**src/rtl/score_sequencer.sv**
```systemverilog
// score_sequencer: owns the BCD game score and best score, and sequences the
// two-digit active-low 7-segment display through play, flash and best-score views.
module score_sequencer #(
    parameter int BLINK_PERIOD = 12_500_000,
    parameter int FLASH_COUNT  = 6,
    parameter int MAX_SCORE    = 99
) (
    input  logic       i_Clk,
    input  logic       i_Rst_n,
    input  logic       i_Start,
    input  logic       i_Point,
    input  logic       i_Game_Over,
    output logic [6:0] o_Segment1,
    output logic [6:0] o_Segment2,
    output logic [6:0] o_Score,
    output logic [6:0] o_Best,
    output logic       o_Playing
);

    localparam int TM_W = (BLINK_PERIOD > 1) ? $clog2(BLINK_PERIOD) : 1;
    localparam int PH_W = (FLASH_COUNT > 1) ? $clog2(FLASH_COUNT) : 1;

    localparam logic [TM_W-1:0] TM_LAST = TM_W'(BLINK_PERIOD - 1);
    localparam logic [PH_W-1:0] PH_LAST = PH_W'(FLASH_COUNT - 1);
    localparam logic [3:0]      MAX_T   = 4'(MAX_SCORE / 10);
    localparam logic [3:0]      MAX_O   = 4'(MAX_SCORE % 10);

    localparam logic [6:0] SEG_ZERO  = 7'b1000000;
    localparam logic [6:0] SEG_BLANK = 7'b1111111;

    typedef enum logic [1:0] {
        S_IDLE      = 2'd0,
        S_PLAY      = 2'd1,
        S_FLASH     = 2'd2,
        S_SHOW_BEST = 2'd3
    } state_t;

    state_t          r_state;
    state_t          w_state_nxt;

    logic [3:0]      r_tens;
    logic [3:0]      r_ones;
    logic [3:0]      r_best_tens;
    logic [3:0]      r_best_ones;
    logic [TM_W-1:0] r_timer;
    logic [PH_W-1:0] r_phase;

    logic [6:0]      r_seg1;
    logic [6:0]      r_seg2;
    logic [6:0]      r_score;
    logic [6:0]      r_best;
    logic            r_playing;

    logic            w_at_max;
    logic            w_inc;
    logic            w_tick;
    logic            w_clr_score;
    logic            w_upd_best;
    logic            w_flash_enter;
    logic [3:0]      w_tens_nxt;
    logic [3:0]      w_ones_nxt;
    logic [6:0]      w_disp1;
    logic [6:0]      w_disp2;

    // Active-low segment pattern {g,f,e,d,c,b,a} for one BCD digit.
    function automatic logic [6:0] seg7(input logic [3:0] d);
        logic [6:0] s;
        case (d)
            4'd0:    s = 7'b1000000;
            4'd1:    s = 7'b1111001;
            4'd2:    s = 7'b0100100;
            4'd3:    s = 7'b0110000;
            4'd4:    s = 7'b0011001;
            4'd5:    s = 7'b0010010;
            4'd6:    s = 7'b0000010;
            4'd7:    s = 7'b1111000;
            4'd8:    s = 7'b0000000;
            4'd9:    s = 7'b0010000;
            default: s = SEG_BLANK;
        endcase
        return s;
    endfunction

    // Two-digit BCD to binary using tens*8 + tens*2 + ones, avoiding a multiplier.
    function automatic logic [6:0] bcd_to_bin(input logic [3:0] t, input logic [3:0] o);
        return {t, 3'b000} + {2'b00, t, 1'b0} + {3'b000, o};
    endfunction

    // Saturating BCD increment: only PLAY counts points, and never past MAX_SCORE.
    assign w_at_max   = (r_tens == MAX_T) && (r_ones == MAX_O);
    assign w_inc      = (r_state == S_PLAY) && i_Point && !w_at_max;
    assign w_ones_nxt = !w_inc ? r_ones : ((r_ones == 4'd9) ? 4'd0 : r_ones + 4'd1);
    assign w_tens_nxt = !w_inc ? r_tens : ((r_ones == 4'd9) ? r_tens + 4'd1 : r_tens);
    assign w_tick     = (r_timer == TM_LAST);

    // Next-state and control strobes; best compare sees the score after this edge's point.
    always_comb begin
        w_state_nxt   = r_state;
        w_clr_score   = 1'b0;
        w_upd_best    = 1'b0;
        w_flash_enter = 1'b0;
        case (r_state)
            S_IDLE: begin
                if (i_Start) begin
                    w_state_nxt = S_PLAY;
                    w_clr_score = 1'b1;
                end
            end
            S_PLAY: begin
                if (i_Game_Over) begin
                    w_state_nxt   = S_FLASH;
                    w_flash_enter = 1'b1;
                    w_upd_best    = ({w_tens_nxt, w_ones_nxt} > {r_best_tens, r_best_ones});
                end
            end
            S_FLASH: begin
                if (w_tick && (r_phase == PH_LAST)) begin
                    w_state_nxt = S_SHOW_BEST;
                end
            end
            S_SHOW_BEST: begin
                if (i_Start) begin
                    w_state_nxt = S_PLAY;
                    w_clr_score = 1'b1;
                end
            end
            default: w_state_nxt = S_IDLE;
        endcase
    end

    // State register.
    always_ff @(posedge i_Clk or negedge i_Rst_n) begin
        if (!i_Rst_n) begin
            r_state <= S_IDLE;
        end else begin
            r_state <= w_state_nxt;
        end
    end

    // Current score and best score, both held as BCD digit pairs.
    always_ff @(posedge i_Clk or negedge i_Rst_n) begin
        if (!i_Rst_n) begin
            r_tens      <= 4'd0;
            r_ones      <= 4'd0;
            r_best_tens <= 4'd0;
            r_best_ones <= 4'd0;
        end else begin
            if (w_clr_score) begin
                r_tens <= 4'd0;
                r_ones <= 4'd0;
            end else begin
                r_tens <= w_tens_nxt;
                r_ones <= w_ones_nxt;
            end
            if (w_upd_best) begin
                r_best_tens <= w_tens_nxt;
                r_best_ones <= w_ones_nxt;
            end
        end
    end

    // Blink timer and phase counter; restarted on each entry to FLASH, idle elsewhere.
    always_ff @(posedge i_Clk or negedge i_Rst_n) begin
        if (!i_Rst_n) begin
            r_timer <= '0;
            r_phase <= '0;
        end else if (w_flash_enter) begin
            r_timer <= '0;
            r_phase <= '0;
        end else if (r_state == S_FLASH) begin
            if (w_tick) begin
                r_timer <= '0;
                r_phase <= r_phase + 1'b1;
            end else begin
                r_timer <= r_timer + 1'b1;
            end
        end
    end

    // Display source selection: score, blank on odd flash phases, or best score.
    always_comb begin
        w_disp1 = seg7(r_tens);
        w_disp2 = seg7(r_ones);
        case (r_state)
            S_FLASH: begin
                if (r_phase[0]) begin
                    w_disp1 = SEG_BLANK;
                    w_disp2 = SEG_BLANK;
                end
            end
            S_SHOW_BEST: begin
                w_disp1 = seg7(r_best_tens);
                w_disp2 = seg7(r_best_ones);
            end
            default: ;
        endcase
    end

    // Single output register stage: every output trails the internal state by one edge.
    always_ff @(posedge i_Clk or negedge i_Rst_n) begin
        if (!i_Rst_n) begin
            r_seg1    <= SEG_ZERO;
            r_seg2    <= SEG_ZERO;
            r_score   <= 7'd0;
            r_best    <= 7'd0;
            r_playing <= 1'b0;
        end else begin
            r_seg1    <= w_disp1;
            r_seg2    <= w_disp2;
            r_score   <= bcd_to_bin(r_tens, r_ones);
            r_best    <= bcd_to_bin(r_best_tens, r_best_ones);
            r_playing <= (r_state == S_PLAY);
        end
    end

    assign o_Segment1 = r_seg1;
    assign o_Segment2 = r_seg2;
    assign o_Score    = r_score;
    assign o_Best     = r_best;
    assign o_Playing  = r_playing;

endmodule
```
**config.mk**
```make
export PLATFORM = sky130hd
export DESIGN_NAME = score_sequencer
export DESIGN_NICKNAME = d
export VERILOG_FILES = /design/src/rtl/score_sequencer.sv
export SDC_FILE = /design/constraint.sdc
export NUM_CORES = 1
export LEC_CHECK = 0
export CORE_MARGIN = 1.5
export CORE_UTILIZATION = 60
export CTS_BUF_LIST = sky130_fd_sc_hd__clkbuf_2 sky130_fd_sc_hd__clkbuf_4 sky130_fd_sc_hd__clkbuf_8
export DETAILED_ROUTE_END_ITERATION = 10
export HOLD_SLACK_MARGIN = 0.08
export PLACE_DENSITY = 0.81
export SLEW_MARGIN = 20
export SYNTH_ARGS = -nofsm -noshare
export SYNTH_HDL_FRONTEND = slang
export SYNTH_SLANG_ARGS = --single-unit
```
**constraint.sdc**
```tcl
create_clock -name i_Clk -period 4.75 [get_ports i_Clk]
set_input_delay 0.95 -clock i_Clk [delete_from_list [all_inputs] [get_ports i_Clk]]
set_output_delay 0.95 -clock i_Clk [all_outputs]
set_load 0.005 [all_outputs]
```
[Yosys cells after proc, flatten, opt, wreduce, memory -nomap -nowiden]
Memories as Yosys holds them, arrays and structs flattened.
Index checks and enable logic that the tools add are counted.
Operators by class
  $add $sub $neg: 8
  $lt $le $gt $ge: 1
  eq/ne operators: 10
  multiplexer cells: 26
  reduce and logical (&&, ||, !) cells: 11
Operators by type and width (number)
  24-bit two-way mux: 3
  7-bit case mux with 2 select lines: 2
  24-bit by 1-bit adder with 24-bit output (second input constant): 1
  24-bit == test (second input constant): 1
  4-bit two-way mux: 6
  7-bit by 4-bit adder with 7-bit output: 2
  7-bit by 5-bit adder with 7-bit output: 2
  7-bit two-way mux: 2
  3-bit two-way mux: 3
  4-bit by 1-bit adder with 4-bit output (second input constant): 2
  4-bit == test (second input constant): 2
  8-bit > comparator: 1
  1-bit two-way mux: 6
  2-bit two-way mux: 3
  2-bit case mux with 3 select lines: 1
  2-bit == test (second input constant): 2
  1-bit logical AND: 4
  2-bit inequality test (second input constant): 2
  2-bit nonzero test: 2
  3-bit by 1-bit adder with 3-bit output (second input constant): 1
  3-bit == test (second input constant): 1
  3-bit AND reduction: 1
  2-bit by 1-bit == test with 1-bit output (second input constant): 1
  2-bit logical NOT: 1
  other kinds (4): 4
Word-level totals
  register bits after elaboration: 74
  bits in read-only memories: 448
  bits of input ports: 5
  output and inout bits: 29
  memories: 4
Memories
  (no name shown): depth 16, width 7, read ports 1, clocked after memory_dff 0, wr ports 0, line 68  | case (d)
  (no name shown): depth 16, width 7, read ports 1, clocked after memory_dff 0, wr ports 0, line 68
  (no name shown): depth 16, width 7, read ports 1, clocked after memory_dff 0, wr ports 0, line 68
  (no name shown): depth 16, width 7, read ports 1, clocked after memory_dff 0, wr ports 0, line 68

[Longest topological paths before layout]
Gate-level depths: netlist (run 1).
  depth after elaboration: 8
  gate-level depth with buffers: 12
  depth with buffers taken out: 12

[Worst setup path after synthesis (run 1)]
Ideal clock, no wire load.
  path kind: input to register
  start: in i_Point
  end: reg r_best_ones[1]
  arrival time: 2946 ps
  data required time: 4625 ps
  slack: 1679 ps
  cell stages on the path: 9
  path buffers: 0
  path through: nand2_1 > a311oi_2 > nand2_1 > xnor2_1 > ha_1 > o21ai_0 > nor2_1 > o31ai_4 > mux2_2
On the way
  cells in the longest elaborated chain, start to end: 6
Ends and longest elaborated chain
  from (decl): line 11  | input logic i_Point,
  1-bit logical AND (2 in a row): line 91  | assign w_inc = (r_state == S_PLAY) && i_Point && !w_at_max;
  4-bit two-way mux: line 93  | assign w_tens_nxt = !w_inc ? r_tens : ((r_ones == 4'd9) ? r_tens + 4'd1 : r_tens);
  via w_tens_nxt[2]: line 60  | logic [3:0] w_tens_nxt;
  8-bit > comparator: line 113  | w_upd_best = ({w_tens_nxt, w_ones_nxt} > {r_best_tens, r_best_ones});
  1-bit two-way mux: line 110  | if (i_Game_Over) begin
  1-bit two-way mux: line 102  | case (r_state)
  to (signal assigned): line 157  | r_best_ones <= w_ones_nxt;
  to (decl): line 44  | logic [3:0] r_best_ones;
The timed path passes the listed nets, and every way through them passes these cells.
A chain may end at the register's enable or synchronous reset.

[Worst setup path after layout (run 1)]
  start: in i_Point
  end: reg r_best_tens[3]
On the way
  cells in the longest elaborated chain, start to end: 6
Ends and longest elaborated chain
  1-bit logical AND (2 in a row): line 91
  4-bit two-way mux: line 93
  via w_tens_nxt[2]: line 60
  8-bit > comparator: line 113
  1-bit two-way mux: line 110
  1-bit two-way mux: line 102
  to (signal assigned): line 156  | r_best_tens <= w_tens_nxt;
  to (decl): line 43  | logic [3:0] r_best_tens;
The timed path passes the listed nets, and every way through them passes these cells.

==> results of run 1 <==
[metal layers]
| metal | vias to the layer above | track usage |
|---|---|---|
| li1 | 1775 | - |
| met1 | 1794 | 0.339 |
| met2 | 121 | 0.430 |
| met3 | 26 | 0.0327 |
| met4 | 0 | 0.0977 |
| met5 | - | 0 |
[path summary, 6_finish.rpt]
kind                       slack [ns]              to
min                              0.53       o_Best[0]
max reg2reg                      1.34  r_best_tens[3]
min reg2reg                      0.53       o_Best[0]
max in group asynchronous        3.40   o_Segment2[4]
max                              1.10  r_best_tens[3]
min in group asynchronous        0.75      o_Score[5]
[layout make-up]
| cell class | instances | area (sq um) | share of cell area |
|---|---|---|---|
| sequential | 74 | 1850 | 0.352 |
| multi-input combinational | 366 | 2650 | 0.503 |
| inverter | 22 | 82.6 | 0.0157 |
| clock inverter | 7 | 101 | 0.0193 |
| clock buffer | 9 | 124 | 0.0235 |
| tap | 99 | 124 | 0.0235 |
| timing repair buffer | 33 | 328 | 0.0623 |
[where the power goes]
group          internal, uW  total, uW  switching [uW]
Sequential              766        896             130
Clock                   300        551             251
Combinational           478       1060             582
[cells by family after synthesis]
logic type	count (synthesis)	share of synthesized area
flip-flops	74	0.399
XOR/XNOR	19	0.0358
adder cells (fa/ha/maj)	54	0.152
AO/OA/AOI/OAI	100	0.140
AND/OR/NAND/NOR	178	0.208
multiplexers	15	0.0342
buffers and inverters	38	0.0315
[stage by stage]
step	total power [uW]	hold WS (ns)
after floorplan	1570	0.449
after global placement	1900	0.518
after detailed placement	1950	0.515
after CTS	2520	0.536
after global routing	2680	0.554
final	2510	0.534
[worst max-delay path: cells and delay by family]
family | cells | cell delay, ns
AOI/OAI and AO/OA | 3 | 1.07
xor gates and xnor gates | 1 | 0.26
adders and majority gates | 1 | 0.30
buffers and inverters | 1 | 0.50
muxes | 1 | 0.40
and+or+nand+nor | 3 | 0.38
[cells in the final DEF (no fill, tap or decap), types with 3 or more instances in the layout]
master	instances
nand2b_1	9
o221ai_1	9
nand4_1	11
and4_1	3
or3_1	4
nor2b_1	9
fa_1	4
a211oi_1	3
inv_1	21
nand2_1	40
clkdlybuf4s50_1	32
mux2i_1	8
or2_2	4
nor4_1	10
xor2_1	10
o211ai_1	5
ha_1	50
nor3_1	12
a21o_1	5
dfrtp_1	72
a21oi_1	36
clkbuf_8	9
xnor2_1	9
nand3_1	17
a22o_1	3
and3_1	8
o21ai_0	24
nor2_1	36
mux2_2	7
[flip-flops by register name (all words and copies together), names as in the netlist]
signal,cells
o_Best,7
o_Playing,1
o_Score,7
o_Segment1,7
o_Segment2,7
r_best_ones,4
r_best_tens,4
r_ones,4
r_phase,3
r_state,2
r_tens,4
r_timer,24
==> flow_summary.ini, run 1 <==
[placement]
place_area_sq_mm = 0.00504
dp.cells = 594
hpwl_um = 7300
place_ws_ns = 0.784
gp_congestion = 0.828
port-buffer-count = 33

[clock_network]
ctsHoldBuffers = 0
cts_buffers = 9
clk_latency_ns = 0.34
cts_tree = done
cts_buffer_depth = 2
h-tree-depth = 3
cts_setup_buffers = 0
cts_sinks = 74
post_cts_resized = 0
cts.clk_slew.worst_paths_ns = 0.08
root_buffer = clkbuf_8

[cells_and_area]
utilization = 0.714
fill_cells = 536
drive_gt1_frac = 0.0841
layout.cells.non_filler = 610
diodes = 0
nets = 565
finalInstanceArea_sq_mm = 0.00526
syn2layout_area_growth_pct = 13.2

[worst_setup_path]
ff2ff_path_depth = 11
crit_arrival_ns = 3.87
worstPathRequired_ns = 4.97
critPathMaxStageDelay_ns = 0.50
worstPathMaxFanout = 8
end_kind = flop
cp-startpoint = i_Point
critPathKind = input port to flop
r2r-start = r_state[1]
cp_cell_sequence = clkdlybuf4s50_1 > nand2_1 > a311oi_2 > nand2_1 > xnor2_1 > ha_1 > o21ai_0 > nor2_1 > o31ai_4 > mux2_2
slowest_stage = clkdlybuf4s50_1
startpoint_type = input port
crit_path_frequent_cell = nand2_1

[floorplanning]
die_area_sq_mm = 0.00829
fp.dieH_um = 91.0
core.rowCount = 31
initial_core_util = 0.631
ios = 34
core-area_sq_mm = 0.00737
die_x_um = 91.0

[timing]
relSlewSlack = 0.358
setup_viol = 0
fin_skew_ns = 0.00503
min_period_over_period = 0.768
finalWorstSetupSlack_ns = 1.10
tns_ns = 0
drv_slew = 0
finalHoldViolCount = 0
finalCriticalPeriod_ns = 3.65
rsz0062_at_grt = no
fmax_mhz = 274
worst_slew_pin_slew_ns = 0.963

[drt]
dr_total_vias = 3716
drc = 0
firstDrtPassIters = 5
routed_via_density = 6.09
wl_met3_um = 454
top_layer = met4
wl_met2_um = 5070
routedWlPerCell_um = 16.6
drt_iter0_drc = 239
drtAntennaViolNets = 0
finalWirelength_um = 10200
wl_met1_um = 4410

[hold_path]
min_path_cells = 0
hold_class = flop to flop
hp-start = r_best_ones[0]

[synth]
avgSynthCellArea_sq_um = 9.73
async_flop_share = 1.00
synth_nets = 537
synthTopCellsByArea = dfrtp_1 (39%), ha_1 (13%), a21oi_1 (3.9%)
yosysSeqAreaShare = 0.399
synth_top_area_frac = 0.387
synth_area_sq_mm = 0.00465
ys.flop_type = dfrtp_1
synth_cells = 478
synth_edf_count = 0
yosysTopAreaCell = dfrtp_1
synth.most_common_cell = dfrtp_1
synth_seq_cells = 74
netlist_top_cells_count = dfrtp_1 (72), ha_1 (50), nand2_1 (40), a21oi_1 (36), nor2_1 (36)
synth_cell_types = 56
ys.warnings.count = 0

[power_and_ir_drop]
powerDensity_mw_per_mm2 = 477
p_leak_uw = 0.00242
peakVddDrop_mv = 0.451

[global_route]
grt_pass1_wl_um = 17100
grt_max_degree = 75
antenna_found_initial = 0
track_usage = 0.257
grt_pass1_vias = 3552
grt_overflow = 0

[status]
status = finished clean

[flow_run]
cap_viol_max_count = 0
No activity file was read; power rests on OpenSTA's default activity.
==> run 2: changes to the inputs <==
- clock period: 4.75 -> 3.4 ns (I/O delays scaled with it)
==> run 2 against run 1 <==
  * Critical endpoint unchanged
  * First-iteration DRC count up 5.0%
  * Worst hold slack got worse by 0.061 ns
  * Routed wire length hardly changed
  * Highest routed layer unchanged
  * Combinational power grew 43%
  * Critical path type is now flop to flop
  * Sequential share of layout area is 0.58 points lower
  * Flip-flop and latch count unchanged
  * Non-clock buffer count increased by 12
  * Cell count increased by 2.0%
  * Power is 41% higher
  * Clock power grew 40%
  * Largest power group unchanged
==> flow_summary.ini, run 2 (synthesis results as in run 1) <==
[status]
status = finished clean

[timing]
fin_skew_ns = 0.00761
min_period_over_period = 0.955
tns_ns = 0
worst_slew_pin_slew_ns = 0.917
fmax_mhz = 308
drv_slew = 0
relSlewSlack = 0.389
finalCriticalPeriod_ns = 3.25
rsz0062_at_grt = no
finalWorstSetupSlack_ns = 0.153
finalHoldViolCount = 0
setup_viol = 0

[global_route]
grt_max_degree = 75
grt_pass1_vias = 3722
grt_pass1_wl_um = 17500
grt_overflow = 0
antenna_found_initial = 0
track_usage = 0.263

[worst_setup_path]
critPathKind = flop to flop
worstPathRequired_ns = 3.64
worstPathMaxFanout = 8
crit_arrival_ns = 3.49
startpoint_type = flop
end_kind = flop

[floorplanning]
core-area_sq_mm = 0.00737
fp.dieH_um = 91.0
die_area_sq_mm = 0.00829
core.rowCount = 31
initial_core_util = 0.631
die_x_um = 91.0
ios = 34

[cells_and_area]
layout.cells.non_filler = 622
final_common_cell = dfrtp_1
largest_register = r_timer
syn2layout_area_growth_pct = 15.1
finalInstanceArea_sq_mm = 0.00535
nets = 577
diodes = 0
largest_register_ffs = 24
drive_gt1_frac = 0.105
final_cell_mix = dfrtp_1 (72), ha_1 (50), nand2_1 (40)

[drt]
drtAntennaViolNets = 0
dr_total_vias = 3813
routed_via_density = 6.13
drc = 0
drt_iter0_drc = 251
routedWlPerCell_um = 16.3
firstDrtPassIters = 7
finalWirelength_um = 10200

[clock_network]
cts_tree = done
ctsHoldBuffers = 0
cts_buffer_depth = 2
post_cts_resized = 0
root_buffer = clkbuf_8
cts_setup_buffers = 0
clk_latency_ns = 0.35
cts.clk_slew.worst_paths_ns = 0.08
h-tree-depth = 3
cts_sinks = 74
cts_buffers = 9

[power_and_ir_drop]
powerDensity_mw_per_mm2 = 660
peakVddDrop_mv = 0.416
power.total_uw = 3530
p_leak_uw = 0.00248

[placement]
place_area_sq_mm = 0.00513
port-buffer-count = 33
place_ws_ns = -0.116
gp_congestion = 0.861
hpwl_um = 7330
dp.cells = 606

[flow_run]
cap_viol_max_count = 0

[hold_path]
hold_class = input port to async pin
## run 2: cell count changes in the layout (fill, tap and decap cells not counted), sizes merged
cell | previous run | this run
clkinvlp | 2 | 1
clkinv | 1 | 2
buf | 1 | 13
clkbuf | 9 | 11
inv | 24 | 22
## run 2: final timing paths
check / depth (start not counted) / end / from / slack, ns
max: 11 / r_best_tens[3] / r_tens[1] / 0.15
min: 1 / o_Segment1[2] / i_Rst_n / 0.47
max reg2reg: 11 / r_best_tens[3] / r_tens[1] / 0.15
min reg2reg: 0 / o_Best[0] / r_best_ones[0] / 0.51
max in group asynchronous: 1 / r_ones[0] / i_Rst_n / 2.35
min in group i_Clk: 0 / o_Best[0] / r_best_ones[0] / 0.51
## run 2: per-stage QoR
| stage | util | hold WS (ns) |
|---|---|---|
| final | 0.726 | 0.473 |
| after CTS | 0.726 | 0.503 |
| after floorplan | - | 0.384 |
| after global routing | 0.726 | 0.529 |
| after detailed placement | 0.696 | 0.506 |
| after global placement | 0.696 | 0.492 |
## run 2: layer usage
metal / wire, um / track usage / vias to the layer above
li1: - / - / 1795
met1: 4380 / 0.328 / 1885
met2: 5110 / 0.443 / 110
met3: 467 / 0.0645 / 23
met4: 202 / 0.0924 / 0
met5: 0 / 0 / -
## run 2: report_power, final
| part | switching (uW) | total, uW | internal [uW] | leakage [uW] |
|---|---|---|---|---|
| Combinational | 807 | 1520 | 709 | 0.00138 |
| Clock | 331 | 770 | 439 | 0.000113 |
| Sequential | 176 | 1250 | 1070 | 0.000994 |
## run 2: layout make-up
type / count / area (sq um)
multi-input combinational: 366 / 2650
fill: 543 / 2020
sequential: 74 / 1850
timing repair buffer: 45 / 418
clock buffer: 11 / 145
tap: 99 / 124
inverter: 22 / 82.6
clock inverter: 5 / 77.6
## run 2: worst max-delay path: stages (launching register included)
cell,delay (ns)
dfrtp_1,0.51
inv_1,0.17
ha_1,0.27
a311oi_2,0.40
nand2_1,0.12
xnor2_1,0.30
ha_1,0.32
o21ai_0,0.19
nor2_1,0.09
o31ai_4,0.24
buf_4,0.17
mux2_2,0.34
==> run 3: changes to the inputs <==
- CORE_UTILIZATION: 60 -> 61
- PLACE_DENSITY: 0.81 -> 0.82
==> run 3 against run 2 <==
  * Via count shrank 1.3%
  * Clock skew is essentially flat
  * Clock power shrank 10%
  * Core utilization grew 0.18 points
  * Power shrank 1.6%
  * First-iteration DRC count grew 5.2%
  * Critical path depth grew 1
  * Combinational power is essentially flat
  * Routed wire length grew 1.5%
==> flow_summary.ini, run 3 (synthesis results as in run 1) <==
[status]
status = finished clean

[clock_network]
cts_buffer_depth = 2
cts.clk_slew.worst_paths_ns = 0.08
root_buffer = clkbuf_8
h-tree-depth = 3
ctsHoldBuffers = 0
post_cts_resized = 0
cts_buffers = 9
cts_sinks = 74
cts_setup_buffers = 0
cts_tree = done
clk_latency_ns = 0.35

[power_and_ir_drop]
peakVddDrop_mv = 0.518
swShare = 0.387
p_seq_frac = 0.358
internal_power_uw = 2130
p_sw_uw = 1350
powerDensity_mw_per_mm2 = 652
pwr-share-clk = 0.199
p_comb_frac = 0.442
power.total_uw = 3480
p_leak_uw = 0.00248

[global_route]
antenna_found_initial = 0
track_usage = 0.265
grt_pass1_vias = 3690
grt_pass1_wl_um = 17400
grt_max_degree = 75
grt_overflow = 0

[cells_and_area]
syn2layout_area_growth_pct = 14.7
diodes = 0
utilization = 0.728
seqCellArea_sq_mm = 0.00185
fill_cells = 521
largest_register_ffs = 24
final_common_cell = dfrtp_1
drive_gt1_frac = 0.107
nets = 578
multi_input_area_sq_mm = 0.00265
final_cell_mix = dfrtp_1 (72), ha_1 (50), nand2_1 (40)
largest_register = r_timer

[timing]
relSlewSlack = 0.371
drv_slew = 0
worst_slew_pin_slew_ns = 0.944
min_period_over_period = 0.929
setup_viol = 0
fmax_mhz = 317
rsz0062_at_grt = no
finalWorstSetupSlack_ns = 0.242
fin_skew_ns = 0.00729
finalCriticalPeriod_ns = 3.16
finalHoldViolCount = 0

[floorplanning]
core-area_sq_mm = 0.00733
initial_core_util = 0.634
core.rowCount = 31
die_area_sq_mm = 0.00816
ios = 34
fp.dieH_um = 90.3
die_x_um = 90.3

[worst_setup_path]
crit_path_frequent_cell = a21oi_1
critPathMaxStageDelay_ns = 0.53
critPathKind = input port to flop
crit_arrival_ns = 3.39
cp_cell_sequence = clkdlybuf4s50_1 > nand2_1 > buf_4 > nor3_1 > a21oi_1 > o21ai_0 > ha_1 > a21oi_1 > a21oi_1 > o31ai_4 > buf_4 > mux2_2
startpoint_type = input port
slowest_stage = clkdlybuf4s50_1
worstPathMaxFanout = 4
end_kind = flop
worstPathRequired_ns = 3.63

[hold_path]
hold_class = input port to async pin

[placement]
hpwl_um = 7250
port-buffer-count = 33
place_ws_ns = -0.0423
gp_congestion = 0.924

[drt]
routedWlPerCell_um = 16.6
drc = 0
routed_via_density = 6.04
drt_iter0_drc = 264
dr_total_vias = 3763
drtAntennaViolNets = 0
firstDrtPassIters = 5
finalWirelength_um = 10300

[flow_run]
cap_viol_max_count = 0
-- run 3: cell count changes in the layout (fill, tap and decap cells not counted) --
cell       before  now
bufinv_16       2    0
clkbuf_4        1    0
clkbuf_8       10   13
clkinv_4        0    1
clkinv_2        2    1
buf_4          13   14
-- run 3: worst paths after layout --
path | slack (ns) | cells past startpoint | from | endpoint
worst max-delay path | 0.24 | 12 | i_Point | r_best_ones[2]
worst min-delay path | 0.46 | 1 | i_Rst_n | o_Score[4]
worst max register to register | 0.34 | 11 | r_tens[1] | r_best_ones[2]
worst min register to register | 0.52 | 0 | r_best_ones[0] | o_Best[0]
max in group asynchronous | 2.31 | 1 | i_Rst_n | r_timer[10]
min in group i_Clk | 0.52 | 0 | r_best_ones[0] | o_Best[0]
-- run 3: worst max-delay path, delay by kind of cell --
| family | cells | cell delay, ns |
|---|---|---|
| buffers and inverters | 3 | 0.87 |
| AOI/OAI and AO/OA | 5 | 0.85 |
| adders and majority gates | 1 | 0.34 |
| muxes | 1 | 0.34 |
| and+or+nand+nor | 2 | 0.31 |
-- run 3: area by class of cell --
class	instances	share of cell area
timing repair buffer	46	0.0797
sequential	74	0.347
tap	99	0.0232
clock buffer	13	0.0335
clock inverter	3	0.00399
inverter	22	0.0155
multi-input combinational	366	0.497
-- run 3: power by group through the flow --
stage          combinational, uW  sequential [uW]  clock [uW]
2_1_floorplan                975             1210           0
6_report                    1540             1250         693
3_5_place_dp                1510             1260           0
5_1_grt                     1710             1270         732
3_3_place_gp                1470             1250           0
4_1_cts                     1530             1250         697
-- run 3: through the flow --
stage	area (sq um)	TNS (ns)	hold slack (ns)	cells
2_1_floorplan	4650	0	0.384	478
3_3_place_gp	5140	0	0.490	607
3_5_place_dp	5140	-0.189	0.511	607
4_1_cts	5340	0	0.504	623
5_1_grt	5340	0	0.536	623
6_report	5340	0	0.464	623
-- run 3: per-layer routing --
| layer | vias up | part of all wire | global-route usage |
|---|---|---|---|
| met5 | - | 0 | 0 |
| met3 | 20 | 0.051 | 0.0513 |
| met4 | 0 | 0.021 | 0.102 |
| met2 | 138 | 0.50 | 0.441 |
| li1 | 1798 | - | - |
| met1 | 1807 | 0.43 | 0.342 |
